File: src/rtl/isa_pkg.sv
// Shared ISA definitions for the instruction sequencer: opcodes, field positions, FSM states.
package isa_pkg;

    localparam logic [3:0] OP_NOP  = 4'h0;
    localparam logic [3:0] OP_LDI  = 4'h1;
    localparam logic [3:0] OP_ADD  = 4'h2;
    localparam logic [3:0] OP_JMP  = 4'h3;
    localparam logic [3:0] OP_UP   = 4'h4;
    localparam logic [3:0] OP_JZ   = 4'h5;
    localparam logic [3:0] OP_HALT = 4'hF;

    localparam int OPC_MSB = 15;
    localparam int OPC_LSB = 12;
    localparam int RD_MSB  = 11;
    localparam int RD_LSB  = 10;
    localparam int RS_MSB  = 9;
    localparam int RS_LSB  = 8;
    localparam int IMM_MSB = 7;
    localparam int IMM_LSB = 0;

    typedef enum logic [1:0] {
        S_FETCH  = 2'd0,
        S_DECODE = 2'd1,
        S_EXEC   = 2'd2,
        S_HALT   = 2'd3
    } state_t;

    // Opcodes 6..E are undefined; they execute as NOP but raise the sticky illegal flag.
    function automatic logic is_illegal(input logic [3:0] op);
        return (op >= 4'h6) && (op <= 4'hE);
    endfunction

endpackage

File: src/rtl/instr_sequencer_if.sv
// Bus between the sequencer, the instruction ROM and the 4x16 register file.
interface instr_sequencer_if #(
    parameter int PC_W = 8
);
    logic [PC_W-1:0] imem_addr;
    logic [15:0]     imem_data;
    logic [1:0]      rs;
    logic [1:0]      rd;
    logic [15:0]     result;
    logic            wr_en;
    logic [15:0]     b;
    logic [15:0]     r0;
    logic [15:0]     r1;
    logic [15:0]     r2;
    logic [15:0]     r3;

    modport master (
        output imem_addr, rs, rd, result, wr_en,
        input  imem_data, b, r0, r1, r2, r3
    );

    modport slave (
        input  imem_addr, rs, rd, result, wr_en,
        output imem_data, b, r0, r1, r2, r3
    );
endinterface

File: src/rtl/instr_sequencer_alu.sv
// Combinational execute unit: computes write-back value, carry, zero and write-enable per opcode.
module seq_alu
    import isa_pkg::*;
(
    input  logic [3:0]  opcode,
    input  logic [15:0] rd_val,
    input  logic [15:0] b,
    input  logic [7:0]  imm,
    output logic [15:0] result,
    output logic        carry,
    output logic        zero,
    output logic        writes
);
    logic [16:0] sum;

    // NOTE: every output gets a default before the case so no latch is inferred.
    always_comb begin
        result = '0;
        carry  = 1'b0;
        writes = 1'b0;
        sum    = {1'b0, rd_val} + {1'b0, b};
        case (opcode)
            OP_NOP: ;
            OP_LDI: begin
                result = {8'h00, imm};
                writes = 1'b1;
            end
            OP_ADD: begin
                result = sum[15:0];
                carry  = sum[16];
                writes = 1'b1;
            end
            OP_UP: begin
                result = {imm, rd_val[7:0]};
                writes = 1'b1;
            end
            default: ;
        endcase
        zero = (result == 16'h0000);
    end

endmodule

File: src/rtl/instr_sequencer.sv
// Three-cycle fetch/decode/execute controller driving the 4x16 register file.
module instr_sequencer
    import isa_pkg::*;
#(
    parameter int              PC_W     = 8,
    parameter int              DATA_W   = 16,
    parameter logic [PC_W-1:0] RESET_PC = '0
) (
    input  logic               clk,
    input  logic               rst,
    instr_sequencer_if.master  bus,
    output logic [PC_W-1:0]    pc,
    output logic               zero_flag,
    output logic               carry_flag,
    output logic               illegal,
    output logic               halted,
    output logic [15:0]        retired
);
    state_t            state;
    logic [DATA_W-1:0] ir;

    logic [3:0]  opcode;
    logic [7:0]  imm;
    logic [15:0] rd_val;
    logic [15:0] alu_result;
    logic        alu_carry;
    logic        alu_zero;
    logic        alu_writes;
    logic [PC_W-1:0] pc_next;
    logic [PC_W-1:0] pc_target;

    assign opcode    = ir[OPC_MSB:OPC_LSB];
    assign imm       = ir[IMM_MSB:IMM_LSB];
    assign pc_target = PC_W'(imm);

    always_comb begin
        rd_val = bus.r0;
        case (ir[RD_MSB:RD_LSB])
            2'd1:    rd_val = bus.r1;
            2'd2:    rd_val = bus.r2;
            2'd3:    rd_val = bus.r3;
            default: rd_val = bus.r0;
        endcase
    end

    seq_alu u_alu (
        .opcode (opcode),
        .rd_val (rd_val),
        .b      (bus.b),
        .imm    (imm),
        .result (alu_result),
        .carry  (alu_carry),
        .zero   (alu_zero),
        .writes (alu_writes)
    );

    always_comb begin
        pc_next = pc + 1'b1;
        case (opcode)
            OP_JMP:  pc_next = pc_target;
            OP_JZ:   pc_next = zero_flag ? pc_target : pc + 1'b1;
            OP_HALT: pc_next = pc;
            default: pc_next = pc + 1'b1;
        endcase
    end

    assign bus.imem_addr = pc;
    assign bus.rs        = ir[RS_MSB:RS_LSB];
    assign bus.rd        = ir[RD_MSB:RD_LSB];
    assign bus.result    = alu_result;
    // NOTE: reset is synchronous, so the strobe is masked by rst directly to suppress a write in the reset cycle.
    assign bus.wr_en     = (state == S_EXEC) && alu_writes && !rst;

    // NOTE: all state updates use non-blocking assignments so every register sees pre-edge values.
    always_ff @(posedge clk) begin
        if (rst) begin
            state      <= S_FETCH;
            pc         <= RESET_PC;
            ir         <= '0;
            zero_flag  <= 1'b0;
            carry_flag <= 1'b0;
            illegal    <= 1'b0;
            halted     <= 1'b0;
            retired    <= '0;
        end else begin
            case (state)
                S_FETCH: state <= S_DECODE;
                S_DECODE: begin
                    ir    <= bus.imem_data;
                    state <= S_EXEC;
                end
                S_EXEC: begin
                    pc      <= pc_next;
                    retired <= retired + 1'b1;
                    if (alu_writes)         zero_flag  <= alu_zero;
                    if (opcode == OP_ADD)   carry_flag <= alu_carry;
                    if (is_illegal(opcode)) illegal    <= 1'b1;
                    if (opcode == OP_HALT) begin
                        state  <= S_HALT;
                        halted <= 1'b1;
                    end else begin
                        state <= S_FETCH;
                    end
                end
                S_HALT:  state <= S_HALT;
                default: state <= S_FETCH;
            endcase
        end
    end

endmodule

File: src/flat_wrapper.sv
// flat-port wrapper written by rule: the top's interface ports become plain ports
module instr_sequencer_flat import isa_pkg::*;
#(
    parameter int              PC_W     = 8,
    parameter int              DATA_W   = 16,
    parameter logic [PC_W-1:0] RESET_PC = '0
)
  (clk, rst, pc, zero_flag, carry_flag, illegal, halted, retired, bus_imem_addr, bus_rs, bus_rd, bus_result, bus_wr_en, bus_imem_data, bus_b, bus_r0, bus_r1, bus_r2, bus_r3);
  instr_sequencer_if #(.PC_W(PC_W)) bus_i ();
  input  logic clk;
  input  logic rst;
  output logic [PC_W-1:0] pc;
  output logic zero_flag;
  output logic carry_flag;
  output logic illegal;
  output logic halted;
  output logic [15:0] retired;
  output wire logic [$bits(bus_i.imem_addr)-1:0] bus_imem_addr;
  output wire logic [$bits(bus_i.rs)-1:0] bus_rs;
  output wire logic [$bits(bus_i.rd)-1:0] bus_rd;
  output wire logic [$bits(bus_i.result)-1:0] bus_result;
  output wire logic [$bits(bus_i.wr_en)-1:0] bus_wr_en;
  input wire logic [$bits(bus_i.imem_data)-1:0] bus_imem_data;
  input wire logic [$bits(bus_i.b)-1:0] bus_b;
  input wire logic [$bits(bus_i.r0)-1:0] bus_r0;
  input wire logic [$bits(bus_i.r1)-1:0] bus_r1;
  input wire logic [$bits(bus_i.r2)-1:0] bus_r2;
  input wire logic [$bits(bus_i.r3)-1:0] bus_r3;
  assign bus_imem_addr = bus_i.imem_addr;
  assign bus_rs = bus_i.rs;
  assign bus_rd = bus_i.rd;
  assign bus_result = bus_i.result;
  assign bus_wr_en = bus_i.wr_en;
  assign bus_i.imem_data = bus_imem_data;
  assign bus_i.b = bus_b;
  assign bus_i.r0 = bus_r0;
  assign bus_i.r1 = bus_r1;
  assign bus_i.r2 = bus_r2;
  assign bus_i.r3 = bus_r3;
  instr_sequencer #(.PC_W(PC_W), .DATA_W(DATA_W), .RESET_PC(RESET_PC)) u_core (.clk(clk), .rst(rst), .bus(bus_i), .pc(pc), .zero_flag(zero_flag), .carry_flag(carry_flag), .illegal(illegal), .halted(halted), .retired(retired));
endmodule
File: config.mk
export PLATFORM = sky130hd
export DESIGN_NAME = instr_sequencer_flat
export DESIGN_NICKNAME = d
export VERILOG_FILES = /design/src/rtl/isa_pkg.sv /design/src/rtl/instr_sequencer_if.sv /design/src/rtl/instr_sequencer_alu.sv /design/src/rtl/instr_sequencer.sv /design/src/flat_wrapper.sv
export SDC_FILE = /design/constraint.sdc
export NUM_CORES = 1
export LEC_CHECK = 0
export ABC_AREA = 1
export CAP_MARGIN = 20
export CORE_ASPECT_RATIO = 0.9
export CORE_MARGIN = 4
export CORE_UTILIZATION = 44
export DETAILED_ROUTE_END_ITERATION = 7
export HOLD_SLACK_MARGIN = 0.06
export MAX_ROUTING_LAYER = met4
export PLACE_DENSITY_LB_ADDON = 0.05
export SKIP_LAST_GASP = 1
export SLEW_MARGIN = 20
export SYNTH_ARGS = -nofsm -noshare
export SYNTH_HDL_FRONTEND = slang
export SYNTH_SLANG_ARGS = --single-unit
File: constraint.sdc
create_clock -name clk -period 5 [get_ports clk]
set_input_delay 1.5 -clock clk [delete_from_list [all_inputs] [get_ports clk]]
set_output_delay 1.5 -clock clk [all_outputs]
set_load 0.01 [all_outputs]
==> metrics.txt <==
P&R area growth vs syn 88.6%; Final Critical Period 5.11 ns; endpoint type of the worst setup path output pin; worst slack at placement -0.747 ns; Sink Count 46; drt first pass iters 5; Fill cells 415; first-pass GRT wire length 22800 um; DRC violations left 0; Buffers on Ports 154; Die ar. 0.0101 mm^2; failing checks setup timing; Slew @ Worst Pin 0.755 ns; dpl hpwl 10600 um; Finished Layout Cells 985; via count 5638; clk buf depth 2; YS warnings 0; startpoint type of the worst setup path primary input; top cell type's share of synthesized area 0.245; largest net degree at the start of global routing 31; Syn Nets 746; Cells after Synth 628; drt first-iter violations 452; starting density of the core 0.460; Final Util 0.867; io pins 155; static leakage 3.35 nW; RSZ-0062 raised after global routing yes; MaxCap Viol Count 0; mapped cell area 0.00376 mm^2; Core ar. 0.00818 mm^2; Yosys reg bits 46; synth unique cells 38; vias per inst 5.72; Die Wd 105 um; Die H 95.7 um; Highest Clock Rate 196 MHz; H-tree lvl count 2; initial antenna violation count 0; hold crit path type reg -> reg; Overflow after GRT 0; clock slew at reported path FFs 0.08 ns; ratio of cells with drive above 1 in the final layout 0.345; GRT Util Overall 0.289; row cnt 31; drt total wl 18300 um; Placed Cells incl. Taps 916; Critical Path RT 3.50 ns; n_diodes 0; total power of the final layout 1.81 mW; CP arrival 3.61 ns; nets@finish 987; clk root buf clkbuf_8; Worst-Skew Late Latency 0.30 ns; critical path fanouts, max 3; Seq/Total Area, Yosys 0.245; CTS Buf Count 5; Synth area leaders dfxtp_1 (24%), nand2_1 (15%), nand3_1 (8.9%); Max-Slew Margin vs Limit 0.495; Detail Route Antenna Nets 0; period utilization 1.02; Final Wtd Congestion 0.908; Clock Skew 0.00614 ns; worst setup margin -0.106 ns; Mean Syn Cell Area 5.99 um^2; TritonCTS clock tree built; cell taking the most area after synthesis dfxtp_1; vias in the first global route 4907; status complete, but fails checks; final setup vio count 11; Routed WL per cell 18.6 um; Max Slew Vio Count 0; Max IR drop VDD 0.176 mV; total power per unit cell area 256 mW/mm^2; Setup CP Type in -> out; Final Hold Fails 0
[synth_stat cells (all sizes together)]
cell    count
and2        6
nand4       2
xor2        5
nand3b      2
xnor2       3
clkbuf     11
buf        17
o221ai      1
clkinv      3
nor3       14
nand2     152
inv        83
o21ai      55
a21oi      41
a31oi       4
a211oi      1
a22oi       1
fa          1
dfxtp      46
o21bai      1
or2         8
nor2       74
o211ai      1
nand3      67
o21a        4
a221oi      5
nor4        1
ha         19
[registers in the layout, summed over array words and instances, names as in the netlist]
name                  count
u_core.ir                16
u_core.retired           16
u_core.bus.imem_addr      8
u_core.state              2
u_core.carry_flag         1
u_core.halted             1
u_core.illegal            1
u_core.zero_flag          1
[placed cells by master (no fill, tap or decap), types with 12 or more instances in the layout]
cell             count
nand2_2             31
nand3_2             22
nand2_1            106
nand2_4             14
buf_4              105
inv_2               18
nor2_2              12
inv_1               62
dlymetal6s2s_1      36
dfxtp_1             46
nor2_1              56
o21ai_0             40
clkdlybuf4s50_1     90
ha_4                16
a21oi_1             31
nand3_1             42
[cell type report]
type | instances | area [um^2] | area share
well taps | 115 | 144 | 0.0203
multi-input cells | 468 | 3180 | 0.448
inverters | 86 | 330 | 0.0465
flip-flops and latches | 46 | 921 | 0.130
clock buffers | 7 | 76.3 | 0.0108
repair buffers | 262 | 2420 | 0.341
clock inverters | 1 | 30.0 | 0.00423
[critical path: stages]
cell and delay [ns]:
clkdlybuf4s50_1 0.43, or2_1 0.26, and2_4 0.16, ha_4 0.29
inv_1 0.08, nand2_2 0.13, nand3_2 0.11, nand2_2 0.12
nand3_2 0.12, nand2_2 0.09, nand2_2 0.06, nand3_2 0.06
nand2_2 0.07, buf_6 0.12
[kinds of logic after synthesis]
logic type	count (synthesis)	synth area share
fa+ha+maj	20	0.0685
compound gates	114	0.164
buf+inv	114	0.130
flops	46	0.245
simple gates	326	0.374
xor+xnor	8	0.0186
[metal layers]
layer	wire length, um	GRT usage
met5	0	-
met4	996	0.0842
met3	1790	0.0590
met2	8930	0.508
met1	6620	0.337
[report_power, final]
group / internal (mW) / switching [mW]
combinational: 0.540 / 0.585
clock: 0.150 / 0.123
sequential: 0.387 / 0.0282
[metrics by stage]
step / hold slack (ns) / TNS [ns] / cell area, um^2
2_1_floorplan: 0.450 / 0 / 3760
3_3_place_gp: 0.449 / -7.89 / 5640
3_5_place_dp: 0.452 / -8.45 / 5640
4_1_cts: 0.464 / -0.337 / 6430
5_1_grt: 0.501 / -1.29 / 7100
6_report: 0.462 / -0.661 / 7100
[path summary, 6_finish.rpt]
path                                                  start  depth (start not counted)                             to  slack [ns]
worst max-delay path                              bus_r0[3]                         14                 bus_result[14]       -0.11
worst min-delay path            u_core.illegal$_SDFFE_PP0P_                          2    u_core.illegal$_SDFFE_PP0P_        0.46
worst max register to register   u_core.ir[11]$_SDFFE_PP0N_                         31  u_core.zero_flag$_SDFFE_PP0P_        0.24
worst min register to register  u_core.illegal$_SDFFE_PP0P_                          2    u_core.illegal$_SDFFE_PP0P_        0.46
[what timing repair did]
item,CTS,global route
pin swaps,61,104
resized for setup,155,177
setup endpoints to repair,15,16
hold endpoints to repair,0,0
hold buffers,0,0
setup buffers,47,14
Note: power is estimated with default switching activity, not from simulation.
